<file path="src/rtl/fetch_controller.sv">
// fetch_controller
// Instruction-fetch sequencer between the program ROM and decode/execute.
// Owns the program counter, absorbs the ROM read latency, hands each
// instruction to decode with a valid/ready handshake, and resolves
// RET/CALL/JMP control flow through a small return-address stack.
//
// Ports:
//   clock        system clock
//   reset_s2     synchronized reset, synchronous, active-high
//   rom_address  ROM read address (the PC register)
//   rom_data     ROM output, valid one clock after rom_address changes
//   instr        instruction presented to decode
//   instr_pc     address of instr
//   instr_valid  instr/instr_pc valid
//   instr_ready  decode accepts instr this cycle
//   redirect     taken JMP/branch (sampled on accept)
//   call         CALL (sampled on accept)
//   ret          RET (sampled on accept)
//   target_addr  destination for redirect/call
//   fault        sticky fault indication
//   fault_code   0 none, 1 stack overflow, 2 stack underflow, 3 PC out of range
//   fetch_count  accepted-instruction counter
//
// Optional feature macro: FETCH_COUNT_EN
//   defined   -> fetch_count counts accepts, saturating at 16'hFFFF
//   undefined -> fetch_count is tied to 0

module fetch_controller #(
    parameter int                    ADDR_WIDTH  = 8,
    parameter logic [ADDR_WIDTH-1:0] ROM_MAX     = 'h1A,
    parameter int                    STACK_DEPTH = 8
) (
    input  logic                  clock,
    input  logic                  reset_s2,
    output logic [ADDR_WIDTH-1:0] rom_address,
    input  logic [23:0]           rom_data,
    output logic [23:0]           instr,
    output logic [ADDR_WIDTH-1:0] instr_pc,
    output logic                  instr_valid,
    input  logic                  instr_ready,
    input  logic                  redirect,
    input  logic                  call,
    input  logic                  ret,
    input  logic [ADDR_WIDTH-1:0] target_addr,
    output logic                  fault,
    output logic [1:0]            fault_code,
    output logic [15:0]           fetch_count
);

    // sp must be able to hold the value STACK_DEPTH (full stack).
    localparam int SP_W  = $clog2(STACK_DEPTH + 1);
    // Stack storage is rounded up to a power of two so every sp-derived
    // index is in range, including the wrapped index read when sp is 0.
    localparam int IDX_W = (STACK_DEPTH > 1) ? $clog2(STACK_DEPTH) : 1;

    typedef enum logic [1:0] {
        S_FETCH,
        S_HOLD,
        S_FAULT
    } state_t;

    state_t                state;
    state_t                state_next;
    logic [ADDR_WIDTH-1:0] pc;
    logic [SP_W-1:0]       sp;
    logic [ADDR_WIDTH-1:0] stack [1 << IDX_W];

    logic                  accept;
    logic [ADDR_WIDTH:0]   seq_pc;
    logic [ADDR_WIDTH:0]   new_pc;
    logic                  load_pc;
    logic                  commit;
    logic                  push;
    logic                  pop;
    logic [1:0]            code_next;
    logic [IDX_W-1:0]      push_idx;
    logic [IDX_W-1:0]      pop_idx;

    assign rom_address = pc;
    assign accept      = (state == S_HOLD) && instr_ready;
    // One extra bit so the increment past the top address is seen, not wrapped.
    assign seq_pc      = {1'b0, instr_pc} + (ADDR_WIDTH + 1)'(1);
    assign push_idx    = sp[IDX_W-1:0];
    assign pop_idx     = IDX_W'(sp - SP_W'(1));

    // State register.
    always_ff @(posedge clock) begin
        if (reset_s2) begin
            state <= S_FETCH;
        end else begin
            state <= state_next;
        end
    end

    // Next state and handshake outputs. On accept the control inputs are
    // resolved by priority ret > call > redirect > sequential; any new PC,
    // whatever its source, must pass the range check before it is used.
    always_comb begin
        state_next  = state;
        new_pc      = {1'b0, pc};
        load_pc     = 1'b0;
        commit      = 1'b0;
        push        = 1'b0;
        pop         = 1'b0;
        code_next   = 2'd0;
        instr_valid = 1'b0;
        fault       = 1'b0;
        case (state)
            S_FETCH: begin
                state_next = S_HOLD;
            end
            S_HOLD: begin
                instr_valid = 1'b1;
                if (accept) begin
                    if (ret) begin
                        if (sp == '0) begin
                            state_next = S_FAULT;
                            code_next  = 2'd2;
                        end else begin
                            new_pc  = {1'b0, stack[pop_idx]};
                            pop     = 1'b1;
                            load_pc = 1'b1;
                        end
                    end else if (call) begin
                        if (sp == SP_W'(STACK_DEPTH)) begin
                            state_next = S_FAULT;
                            code_next  = 2'd1;
                        end else begin
                            new_pc  = {1'b0, target_addr};
                            push    = 1'b1;
                            load_pc = 1'b1;
                        end
                    end else if (redirect) begin
                        new_pc  = {1'b0, target_addr};
                        load_pc = 1'b1;
                    end else begin
                        new_pc  = seq_pc;
                        load_pc = 1'b1;
                    end

                    if (load_pc) begin
                        if (new_pc > {1'b0, ROM_MAX}) begin
                            state_next = S_FAULT;
                            code_next  = 2'd3;
                        end else begin
                            state_next = S_FETCH;
                            commit     = 1'b1;
                        end
                    end
                end
            end
            S_FAULT: begin
                fault = 1'b1;
            end
            default: begin
                state_next = S_FETCH;
            end
        endcase
    end

    // Datapath: instruction capture, PC, stack pointer and fault code.
    // A faulting accept leaves PC and sp untouched, so the ROM keeps
    // seeing the last in-range address.
    always_ff @(posedge clock) begin
        if (reset_s2) begin
            pc         <= '0;
            sp         <= '0;
            instr      <= '0;
            instr_pc   <= '0;
            fault_code <= 2'd0;
        end else begin
            if (state == S_FETCH) begin
                instr    <= rom_data;
                instr_pc <= pc;
            end
            if (commit) begin
                pc <= new_pc[ADDR_WIDTH-1:0];
                if (push) begin
                    sp <= sp + SP_W'(1);
                end else if (pop) begin
                    sp <= sp - SP_W'(1);
                end
            end
            if ((state == S_HOLD) && (state_next == S_FAULT)) begin
                fault_code <= code_next;
            end
        end
    end

    // Return-address storage keeps its contents across reset; only sp clears.
    always_ff @(posedge clock) begin
        if (commit && push) begin
            stack[push_idx] <= seq_pc[ADDR_WIDTH-1:0];
        end
    end

`ifdef FETCH_COUNT_EN
    logic [15:0] count;

    // Counts every accept, including one that ends in a fault.
    always_ff @(posedge clock) begin
        if (reset_s2) begin
            count <= '0;
        end else if (accept && (count != 16'hFFFF)) begin
            count <= count + 16'd1;
        end
    end

    assign fetch_count = count;
`else
    assign fetch_count = '0;
`endif

endmodule

</file>
<file path="config.mk">
export PLATFORM = sky130hd
export DESIGN_NAME = fetch_controller
export DESIGN_NICKNAME = d
export VERILOG_FILES = /design/src/rtl/fetch_controller.sv
export SDC_FILE = /design/constraint.sdc
export NUM_CORES = 1
export LEC_CHECK = 0
export BUFFER_PORTS_ARGS = -buffer_cell sky130_fd_sc_hd__buf_2
export CAP_MARGIN = 5
export CORE_ASPECT_RATIO = 1.5
export CORE_MARGIN = 5
export CORE_UTILIZATION = 41
export DETAILED_ROUTE_END_ITERATION = 10
export GPL_TIMING_DRIVEN = 1
export PLACE_DENSITY = 0.76
export SETUP_SLACK_MARGIN = 0.3
export SLEW_MARGIN = 10
export SYNTH_ARGS = -nofsm -noshare
export SYNTH_HDL_FRONTEND = slang
export SYNTH_SLANG_ARGS = --single-unit
</file>
<file path="constraint.sdc">
create_clock -name clock -period 3.7 [get_ports clock]
set_input_delay 0.74 -clock clock [delete_from_list [all_inputs] [get_ports clock]]
set_output_delay 0.74 -clock clock [all_outputs]
set_load 0.03 [all_outputs]
</file>
==> results of run 1 <==
## per-layer routing
layer	track usage	vias up	share of wire
met4	0.05755	0	0.027
li1	-	1707	-
met5	0	-	0
met2	0.3102	156	0.53
met1	0.1756	1725	0.36
met3	0.04711	24	0.075
## repair_timing
action                                  CTS  global route
setup buffers                             9             5
pin swaps                                 2             4
hold buffers                              0             0
resized for setup                         0             3
endpoints found under the setup margin   48            64
## metrics by stage
step	worst slack (ns)	utilization	power [uW]
floorplan	0.2163	-	1590
global placement	0.2060	0.4665	1648
detailed placement	0.1652	0.4665	1654
CTS	0.1966	0.4957	2521
global route	0.2947	0.5001	2600
finish	0.4236	0.5003	2506
## final timing paths
check | startpoint | end | slack (ns) | cells past startpoint
max | sp[0]$_SDFFE_PP0P_ | stack[0][2]$_DFFE_PP_ | 0.42 | 13
min | instr[5]$_SDFFE_PP0N_ | instr[5]$_SDFFE_PP0N_ | 0.45 | 2
max reg2reg | sp[0]$_SDFFE_PP0P_ | stack[0][2]$_DFFE_PP_ | 0.42 | 13
min reg2reg | instr[5]$_SDFFE_PP0N_ | instr[5]$_SDFFE_PP0N_ | 0.45 | 2
## cell families after synthesis
| kind of cell | count (synthesis) | synth area share |
|---|---|---|
| fa+ha+maj | 4 | 0.01022 |
| compound gates | 76 | 0.09635 |
| xor+xnor | 8 | 0.01431 |
| simple gates | 156 | 0.1569 |
| other cells | 1 | 0.0007659 |
| buf+inv | 54 | 0.05776 |
| flops | 112 | 0.5888 |
| mux | 21 | 0.07488 |
## where the power goes
| group | switching [uW] | internal, uW |
|---|---|---|
| sequential | 17.2 | 1330 |
| combinational | 195 | 85.1 |
| clock | 419 | 458 |
## cells in the final DEF (no fill, tap or decap), drive strengths merged, types with 4 or more instances in the layout
cell | netlist | layout
buf | 24 | 105
nand2 | 78 | 78
edfxtp | 64 | 64
dfxtp | 48 | 48
a21oi | 43 | 43
nor2 | 19 | 19
nor3 | 17 | 17
conb | 1 | 16
inv | 14 | 15
mux4 | 12 | 12
clkbuf | 15 | 11
nand3 | 9 | 9
mux2i | 7 | 7
a211oi | 6 | 6
nor2b | 5 | 5
o21ai | 5 | 5
xor2 | 4 | 4
xnor2 | 4 | 4
a31oi | 4 | 4
and3 | 4 | 4
ha | 4 | 4
## final cells by class
| cell class | instances | area, um2 |
|---|---|---|
| antenna | 1 | 2.502 |
| clock buffer | 11 | 232.7 |
| clock inverter | 5 | 32.53 |
| fill | 1025 | 5913 |
| inverter | 15 | 60.06 |
| multi-input combinational | 281 | 1906 |
| sequential | 112 | 2884 |
| tap | 153 | 191.4 |
| timing repair buffer | 105 | 610.6 |
## registers in the layout, summed over array words and instances, names as in the netlist
signal	cells
fault_code	2
instr	24
instr_pc	8
rom_address	8
sp	4
stack	64
state	2
## critical path, cell delays in order (launching register included)
cell        delay, ns
dfxtp_2          0.37
clkinvlp_4       0.12
buf_4            0.17
ha_1             0.27
xor2_1           0.20
nand3_2          0.18
o22ai_1          0.10
or3_1            0.37
a21o_2           0.28
a21oi_4          0.27
nand3b_1         0.11
buf_4            0.18
nor3_4           0.22
buf_12           0.15
==> results.md, run 1 <==
* Post-DRT Antenna Nets at 0
* CTS tree: yes
* Clock network latency to the later pin of the worst-skew pair at 0.34 ns
* Initial Util at 0.4138
* GRT Total Usage at 0.1655
* Synthesized instance count at between 400 and 500
* Min-Delay Path Class: reg2reg
* Area growth from synthesis to layout at 20.90%
* Yosys top cell area share at 0.3925
* Clock-pin slew reported for the worst setup and hold paths after clock tree synthesis at 0.07 ns
* Net count reported at finish at 566
* Final setup viols at 0
* Detailed placer's ending HPWL at 8481 um
* Sequential area share after synthesis at 0.5888
* Element type at the critical path end: flop
* Horizontal die dimension at a little under 100 um
* WP data arrival at approximately 3.3 ns
* Root buffer selected by CTS: clkbuf_16
* Number of enable-type register cells in the synthesized netlist at 64
* Vias per cell at between 5 and 6
* Distinct cell type count of the synthesized netlist at 55
* Syn. warnings at 0
* Most frequent cells after synthesis: nand2_1, edfxtp_1, dfxtp_1
* Share of cells above drive strength 1 at 0.2968
* Run status: finished clean
* IO Port Bufs at 81
* Synth Register Bits at between 100 and 150
* Worst slew margin relative to its limit at 0.2216
* Pin count of the biggest net entering global routing at 50
* Cell Area, Synth at roughly 4900 um2
* Share of flip-flops with an asynchronous set or reset at 0
* Die footprint at 14270 um2
* Final Max Slew Viols at 0
* Cell taking the most area after synthesis: edfxtp_1
* Total via count in the routed design at 3612
* Total placed instance area at around 5500 um2
* Site row count at between 40 and 50
* Period utilisation layout at 0.8855
* Core Area at 11830 um2
* Global-route wire length before repair at around 18000 um
* Total number of clock tree sinks at 112
* Most used standard cell by instance count after synthesis: nand2_1
* Count of max-cap constraint violations at 0
* Fmax at between 300 and 400 MHz
* Worst Max-Slew Pin Slew at about 1.2 ns
* Routed WL at roughly 12000 um
* IO Pins at 98
* Weighted congestion at the end of routability-driven global placement at about 0.94
* Number of DRC violations after detailed routing at 0
* Mean post-synth cell area at 11.33 um2
* Dominant register cell in the synthesized netlist: edfxtp_1
* Die height at approximately 140 um
* Worst IR drop on VDD at about 0.00044 V
* Clock Skews at between 0.006 and 0.007 ns
* Pwr dens at roughly 420 nW/um2
* Required time of the critical path at 3.76 ns
* Startpoint type of the worst setup path: flop
* H-tree level count at 3
* DRC marker count from the first detailed-route iteration at ~270
* Antenna violations before repair at 0
* Period minus WS final at about 3.3 ns
* Total CTS buffers at 9
* Number of global-route vias before repair at between 3000 and 4000
* Final worst hold slack at 0.4538 ns
* Fin area at a little under 6000 um2
* Instance count after placement with tap cells included at about 650
* WS Path Type: reg2reg
* First-pass detailed-route iteration total at 4
* Setup TNS at 0 ns
* Critical path peak fanout at 8
* CTS Buffer Depth at 2
* Leading cell types by total area after synthesis: edfxtp_1, dfxtp_1, nand2_1
* Final non-filler cell total at around 700
* Avg WL per Cell at between 15 and 20 um
* RSZ-0062 raised after global routing: false
* Final Hold Violating Endpoints at 0
* LEAKAGE at between 0.002 and 0.0025 uW
* GRT Residual Overflow at 0
No activity file was read; power rests on OpenSTA's default activity.
==> run 2, diff against run 1 <==
--- a/config.mk
+++ b/config.mk
@@ -5,14 +5,14 @@
 export SDC_FILE = /design/constraint.sdc
 export NUM_CORES = 1
 export LEC_CHECK = 0
+export ABC_AREA = 1
 export BUFFER_PORTS_ARGS = -buffer_cell sky130_fd_sc_hd__buf_2
-export CAP_MARGIN = 5
 export CORE_ASPECT_RATIO = 1.5
 export CORE_MARGIN = 5
 export CORE_UTILIZATION = 41
 export DETAILED_ROUTE_END_ITERATION = 10
 export GPL_TIMING_DRIVEN = 1
-export PLACE_DENSITY = 0.76
+export PLACE_DENSITY = 0.75
 export SETUP_SLACK_MARGIN = 0.3
 export SLEW_MARGIN = 10
 export SYNTH_ARGS = -nofsm -noshare
==> run 2 against run 1 <==
Effect of this change: worst hold slack improved by 0.061 ns; clock power rose by 19%; die area rose by 8.8%; synthesized cell count rose by 47%; critical endpoint is now stack[4][1]$_DFFE_PP_; total power rose by 16%; critical path depth rose by 2; final cell count rose by 28%; sequential share of layout area fell by 1.9 points; register-to-register slack improved by 0.04 ns; via count rose by 23%.
==> results.md, run 2 <==
* Pwr dens at 472.2 nW/um2 (+12%)
* First-pass detailed-route iteration total at 5 (+1)
* Detailed placer's ending HPWL at 10520 um (+24%)
* Antenna violations before repair at 0 (unchanged)
* CP top delay family: simple AND/OR/NAND/NOR gates
* Syn. warnings at 0 (unchanged)
* IO Pins at 98 (unchanged)
* Adder-Cell Fraction of Synth Area at 0.009322 (-0.0009005)
* Dominant combinational cell family by area after synthesis: simple AND/OR/NAND/NOR gates
* GRT Total Usage at 0.1899 (+0.02447)
* Period minus WS final at 3.240 ns (-0.03672 ns)
* Clock-pin slew reported for the worst setup and hold paths after clock tree synthesis at 0.07 ns (about the same)
* DRC marker count from the first detailed-route iteration at 301 (+12%)
* Simple-gate share of the synthesized area at 0.2815 (+0.1246)
* Net count reported at finish at 750 (+33%)
* Setup TNS at 0 ns (unchanged)
* Worst reg2reg path endpoint: stack[4][1]$_DFFE_PP_
* Fmax at 308.7 MHz (+1.1%)
* IO Port Bufs at 81 (unchanged)
* RSZ-0062 raised after global routing: true
* Core Area at 12890 um2 (+8.9%)
* Clock network latency to the later pin of the worst-skew pair at 0.36 ns (+0.02 ns)
* Total number of clock tree sinks at 112 (unchanged)
* Distinct cell type count of the synthesized netlist at 38 (-31%)
* Instance count along the most critical hold path at 2 (unchanged)
* CTS tree: yes
* Final Hold Violating Endpoints at 0 (unchanged)
* Critical path peak fanout at 14 (+6)
* Worst Max-Slew Pin Slew at 1.007 ns (-0.1593 ns)
* Number of enable-type register cells in the synthesized netlist at 64 (unchanged)
* Share of cells above drive strength 1 at 0.1851 (-0.1117)
* Reg with most FFs: stack
* Clock Skews at 0.01034 ns (+0.003892 ns)
* Startpoint type of the worst setup path: flop
* Initial Util at 0.4165 (+0.002753)
* Synthesized instance count at 633 (+47%)
* Largest incremental delay on the critical path at 0.55 ns (+0.18 ns)
* GRT Residual Overflow at 0 (unchanged)
* Post-route setup slack at 0.4603 ns (+0.03672 ns)
* WS Path Type: reg2reg
* H-tree level count at 3 (unchanged)
* Fin area at 6153 um2 (+4.0%)
* Most numerous cell on the critical path: nor2_1
* Post-DRT Antenna Nets at 0 (unchanged)
* Element type at the critical path end: flop
* Complex-gate fraction of the synthesized area at 0.06059 (-0.03575)
* Mean post-synth cell area at 8.482 um2 (-25%)
* Path depth of the worst reg2reg path at 15 (+2)
* Xor-xnor portion of the synthesized cell area at 0.01748 (+0.003167)
* Run status: finished clean
* Total via count in the routed design at 4447 (+23%)
* Post-placement setup slack at 0.4334 ns (+0.2682 ns)
* Slack of the worst reg-to-reg path at 0.46 ns (+0.04 ns)
* Worst slew margin relative to its limit at 0.3279 (+0.1063)
* Yosys top cell area share at 0.3580 (-0.03458)
* Largest registers ranked by flip-flop count: stack (64), instr (24)
* Avg WL per Cell at 16.22 um (-4.5%)
* Vias per cell at 5.100 (-3.6%)
* Horizontal die dimension at 103.4 um (+4.2%)
* Weighted congestion at the end of routability-driven global placement at 0.9679 (+2.7%)
* Site row count at 51 (+4.1%)
* Max reg flops at 64 (unchanged)
* Period utilisation layout at 0.8756 (-0.009923)
* Required time of the critical path at 3.69 ns (-0.07 ns)
* Total placed instance area at 5824 um2 (+5.5%)
* Die height at 150.2 um (+4.4%)
* Root buffer selected by CTS: clkbuf_16
* Total setup buffers inserted after CTS at 0 (-9)
* Cell taking the most area after synthesis: edfxtp_1
* Die footprint at 15530 um2 (+8.8%)
* Routed WL at 14140 um (+22%)
* Sum of internal, switching and leakage power at 2905 uW (+16%)
* Pin count of the biggest net entering global routing at 39 (-22%)
* Mux contribution to synthesized area at 0 (-0.07488)
* Synth Register Bits at 112 (unchanged)
* Critical Path, Cell by Cell: inv_1, ha_1, inv_1, nor2_1, o21ai_1, nand2_1, nor2_1, nor2_1, nor2_1, nand2_2, nor2_8, nand2_4, nor2_2, nand2_1, nor2_1
* Total CTS buffers at 9 (unchanged)
* CTS Buffer Depth at 2 (unchanged)
* Sequential area share after synthesis at 0.5369 (-0.05187)
* WP data arrival at 3.23 ns (-0.11 ns)
* Final setup viols at 0 (unchanged)
* LEAKAGE at 0.002757 uW (+21%)
* Most common cell after layout, fill and taps aside: nand2_1
* Final Max Slew Viols at 0 (unchanged)
* Min-Delay Path Class: reg2reg
* Worst Hold End: instr[14]$_SDFFE_PP0N_
* Global-route wire length before repair at 22160 um (+20%)
* Buffer and inverter count on the worst path at 2 (-2)
* Inserted Diodes at 0 (-1)
* Max stage delay cell, worst path: nor2_1
* Number of DRC violations after detailed routing at 0 (unchanged)
* Area growth from synthesis to layout at 14.61%
* Count of max-cap constraint violations at 0 (unchanged)
* Cell Area, Synth at 5369 um2 (+9.7%)
* Most used cells in the layout excluding fill and tap cells: nand2_1, nor2_1, buf_2
* Share of flip-flops with an asynchronous set or reset at 0 (unchanged)
* Post-cts hold buffer count at 0 (unchanged)
* Dominant register cell in the synthesized netlist: edfxtp_1
* Final worst hold slack at 0.5145 ns (+0.06065 ns)
* Leading cell types by total area after synthesis: edfxtp_1, dfxtp_1, nand2_1
* Worst IR drop on VDD at 0.0003112 V (-29%)
* Count of cells resized by post-cts repair at 0 (unchanged)
* Most frequent cells after synthesis: nand2_1, nor2_1, edfxtp_1
* Number of global-route vias before repair at 4206 (+15%)
* Worst hold path startpoint: instr[14]$_SDFFE_PP0N_
* Startpoint of the most critical register-to-register path: sp[1]$_SDFFE_PP0P_
* Most used standard cell by instance count after synthesis: nand2_1
## run 2: logic make-up after synthesis
| family | after synthesis |
|---|---|
| and+or+nand+nor | 343 |
| DFF | 112 |
| buffers and inverters | 101 |
| AOI/OAI and AO/OA | 63 |
| xor gates and xnor gates | 9 |
| adders and majority gates | 4 |
| other | 1 |
## run 2: final cells by class
class,count,area (um2)
Clock buffer,10,229.0
Clock inverter,6,92.59
Fill cell,1233,6736
Inverter,61,234.0
Multi-Input combinational cell,435,2051
Sequential cell,112,2883
Tap cell,159,198.9
Timing Repair Buffer,89,465.4
## run 2: tightest hold or removal path, delay by kind of cell (launching register included)
family / cells / cell delay (ns)
AND/OR/NAND/NOR: 1 / 0.08
AO/OA/AOI/OAI: 1 / 0.08
flip-flops: 1 / 0.32
## run 2: how the worst max path moves through the flow
stage	slack, ns	endpoint	cells after the start	from
2_1_floorplan	0.75	stack[7][0]$_DFFE_PP_	14	sp[0]$_SDFFE_PP0P_
3_3_place_gp	0.50	stack[0][3]$_DFFE_PP_	10	call
3_5_place_dp	0.43	stack[4][7]$_DFFE_PP_	10	call
4_1_cts	0.50	stack[4][1]$_DFFE_PP_	15	sp[1]$_SDFFE_PP0P_
5_1_grt	0.21	stack[4][1]$_DFFE_PP_	15	sp[1]$_SDFFE_PP0P_
6_report	0.46	stack[4][1]$_DFFE_PP_	15	sp[1]$_SDFFE_PP0P_
## run 2: where the power goes
part | switching (uW) | total, uW | internal [uW]
combinational | 336 | 458 | 122
clock | 441 | 1040 | 597
sequential | 33.2 | 1410 | 1380
total | 810 | 2910 | 2100
## run 2: per-stage QoR
stage          utilization  std cells
3_5_place_dp        0.4519        856
2_1_floorplan            -        648
5_1_grt             0.4774        872
6_report            0.4774        872
4_1_cts             0.4768        872
3_3_place_gp        0.4519        856
## run 2: per-layer routing
| layer | part of all wire | wire length (um) | track usage |
|---|---|---|---|
| met1 | 0.36 | 5144 | 0.2137 |
| met2 | 0.53 | 7546 | 0.3359 |
| met3 | 0.057 | 812 | 0.02735 |
| met4 | 0.045 | 637 | 0.1043 |
| met5 | 0 | 0 | 0 |
==> run 3, diff against run 2 <==
--- a/config.mk
+++ b/config.mk
@@ -7,9 +7,10 @@
 export LEC_CHECK = 0
 export ABC_AREA = 1
 export BUFFER_PORTS_ARGS = -buffer_cell sky130_fd_sc_hd__buf_2
-export CORE_ASPECT_RATIO = 1.5
+export CORE_ASPECT_RATIO = 0.75
 export CORE_MARGIN = 5
 export CORE_UTILIZATION = 41
+export CTS_CLUSTER_SIZE = 40
 export DETAILED_ROUTE_END_ITERATION = 10
 export GPL_TIMING_DRIVEN = 1
 export PLACE_DENSITY = 0.75
==> run 3 against run 2 <==
Effect of this change: register-to-register slack improved by 0.097 ns; largest cell class unchanged; worst hold slack got worse by 0.0046 ns; highest routed layer unchanged; sequential power about the same; critical path depth decreased by 4; first-iteration DRC count increased by 48%.
==> results.md, run 3 (synthesis gave the netlist of run 2 again) <==
* Die footprint at 15510 um2 (-0.15%)
* Largest registers ranked by flip-flop count: stack (64), instr (24)
* Share of cells above drive strength 1 at 0.1910 (+0.005878)
* Period utilisation layout at 0.8494 (-0.02623)
* Sequential share of power at 0.491 (+0.006)
* Weighted congestion at the end of routability-driven global placement at 0.9169 (-5.3%)
* Post-DRT Antenna Nets at 0 (unchanged)
* Min-Delay Path Class: reg2reg
* Largest incremental delay on the critical path at 0.44 ns (-0.11 ns)
* Pin count of the biggest net entering global routing at 40 (+2.6%)
* WS Path Type: reg2reg
* Clock network latency to the later pin of the worst-skew pair at 0.36 ns (about the same)
* CTS tree: yes
* DRC marker count from the first detailed-route iteration at 446 (+48%)
* First-pass detailed-route iteration total at 5 (unchanged)
* Detailed placer's ending HPWL at 9954 um (-5.4%)
* Total via count in the routed design at 4412 (-0.79%)
* Element type at the critical path end: flop
* Area growth from synthesis to layout at 15.03%
* Instance count after placement with tap cells included at 867 (+1.3%)
* Final setup viols at 0 (unchanged)
* Total setup buffers inserted after CTS at 0 (unchanged)
* GRT Residual Overflow at 0 (unchanged)
* Final non-filler cell total at 883 (+1.3%)
* Critical path peak fanout at 9 (-5)
* Period minus WS final at 3.143 ns (-0.09705 ns)
* Most common cell after layout, fill and taps aside: nand2_1
* Switching share of power at 0.2905 (+0.01173)
* Vias per cell at 4.997 (-2.0%)
* Startpoint type of the worst setup path: flop
* Critical Path, Cell by Cell: inv_1, ha_1, xnor2_2, nand3_1, nand3_1, nand4_2, nor2_8, nand2_4, nor2_2, nand2_1, nor2_2
* WP data arrival at 3.14 ns (-0.09 ns)
* # fillers at 1197 (-2.9%)
* Antenna violations before repair at 0 (unchanged)
* IO Port Bufs at 81 (unchanged)
* Inserted Diodes at 0 (unchanged)
* Site row count at 36 (-29%)
* CTS Buffer Depth at 2 (unchanged)
* Total CTS buffers at 9 (unchanged)
* Run status: finished clean
* Global-route wire length before repair at 21620 um (-2.5%)
* GRT Total Usage at 0.1791 (-0.01086)
* Root buffer selected by CTS: clkbuf_16
* Number of DRC violations after detailed routing at 0 (unchanged)
* Max stage delay cell, worst path: xnor2_2
* Total number of clock tree sinks at 112 (unchanged)
* Fin area at 6176 um2 (+0.37%)
* Count of max-cap constraint violations at 0 (unchanged)
* Pwr dens at 465.1 nW/um2 (-1.5%)
* IO Pins at 98 (unchanged)
* Horizontal die dimension at 142.1 um (+37%)
* H-tree level count at 3 (unchanged)
* Most used cells in the layout excluding fill and tap cells: nand2_1, nor2_1, buf_2
* Required time of the critical path at 3.70 ns (about the same)
* Core Area at 12930 um2 (+0.29%)
* Max reg flops at 64 (unchanged)
* Combinational share of power at 0.159 (about the same)
* Fmax at 318.2 MHz (+3.1%)
* Clock-pin slew reported for the worst setup and hold paths after clock tree synthesis at 0.08 ns (about the same)
* Net count reported at finish at 749 (-0.13%)
* Total placed instance area at 5832 um2 (+0.13%)
* Initial Util at 0.4153 (-0.001209)
* Setup TNS at 0 ns (unchanged)
* Routed WL at 13930 um (-1.5%)
* Final Max Slew Viols at 0 (unchanged)
* Die height at 109.1 um (-27%)
* Clock network power share at 0.350 (-0.007)
* LEAKAGE at 0.002762 uW (+0.17%)
* Avg WL per Cell at 15.78 um (-2.7%)
* Sw Pwr at 834.3 uW (+3.0%)
* Number of global-route vias before repair at 4023 (-4.4%)
* Cell Int Power at 2038 uW (-2.8%)
* Worst IR drop on VDD at 0.0002731 V (-12%)
* Worst slew margin relative to its limit at 0.2951 (-0.03284)
* Worst Max-Slew Pin Slew at 1.056 ns (+0.04920 ns)
* RSZ-0062 raised after global routing: true
* Clock Skews at 0.01169 ns (+0.001358 ns)
* Final Hold Violating Endpoints at 0 (unchanged)
* Reg with most FFs: stack
run 3: cell types whose count changed in the layout (fill, tap and decap cells not counted), sizes merged:
cell	previous run	this run
clkinvlp	2	0
inv	61	63
buf	89	88
bufinv	2	1
clkinv	2	3
run 3: stage by stage:
stage	setup slack, ns	utilization	hold slack, ns	power, uW
after global routing	0.2286	0.4777	0.5365	2976
after detailed placement	0.4113	0.4511	0.4925	1891
after CTS	0.4538	0.4752	0.5134	2887
after global placement	0.4962	0.4511	0.4884	1886
after floorplan	0.7545	-	0.4924	1760
final	0.5574	0.4777	0.5098	2872
run 3: worst paths after layout:
check                                 to              startpoint  depth (start not counted)  slack, ns
setup / recovery   stack[0][6]$_DFFE_PP_      sp[1]$_SDFFE_PP0P_                         11       0.56
hold / removal    instr[11]$_SDFFE_PP0N_  instr[11]$_SDFFE_PP0N_                          2       0.51
setup reg to reg   stack[0][6]$_DFFE_PP_      sp[1]$_SDFFE_PP0P_                         11       0.56
hold reg to reg   instr[11]$_SDFFE_PP0N_  instr[11]$_SDFFE_PP0N_                          2       0.51
run 3: routing by layer:
metal	wire, um	vias up	track usage	part of all wire
met1	6394	2028	0.2698	0.46
met3	1304	14	0.04340	0.094
met5	0	-	0	0
met4	127	0	0.03699	0.0091
met2	6104	202	0.2613	0.44
li1	-	2168	-	-
run 3: layout make-up:
| cell class | instances | area (um2) | area share |
|---|---|---|---|
| clock buffer | 10 | 250.2 | 0.04052 |
| multi-input combinational | 435 | 2076 | 0.3361 |
| timing repair buffer | 88 | 457.9 | 0.07415 |
| clock inverter | 6 | 61.31 | 0.009927 |
| tap | 171 | 214.0 | 0.03464 |
| inverter | 61 | 234.0 | 0.03788 |
| sequential | 112 | 2883 | 0.4668 |
run 3: worst max-delay path, delay by kind of cell, from the launching register on:
family / cells / cell delay, ns
simple gates: 8 / 1.53
xor+xnor: 1 / 0.44
flops: 1 / 0.43
fa+ha+maj: 1 / 0.26
buf+inv: 1 / 0.12
run 3: power groups by stage:
stage	sequential [uW]	clock [uW]	combinational [uW]
2_1_floorplan	1520	0	240
3_3_place_gp	1440	0	448
3_5_place_dp	1440	0	454
4_1_cts	1410	1020	454
5_1_grt	1420	1060	497
6_report	1410	1010	456
run 3: what timing repair did:
action,in CTS,in global routing
setup endpoints to repair,0,56
resized for setup,0,10
hold buffers,0,0
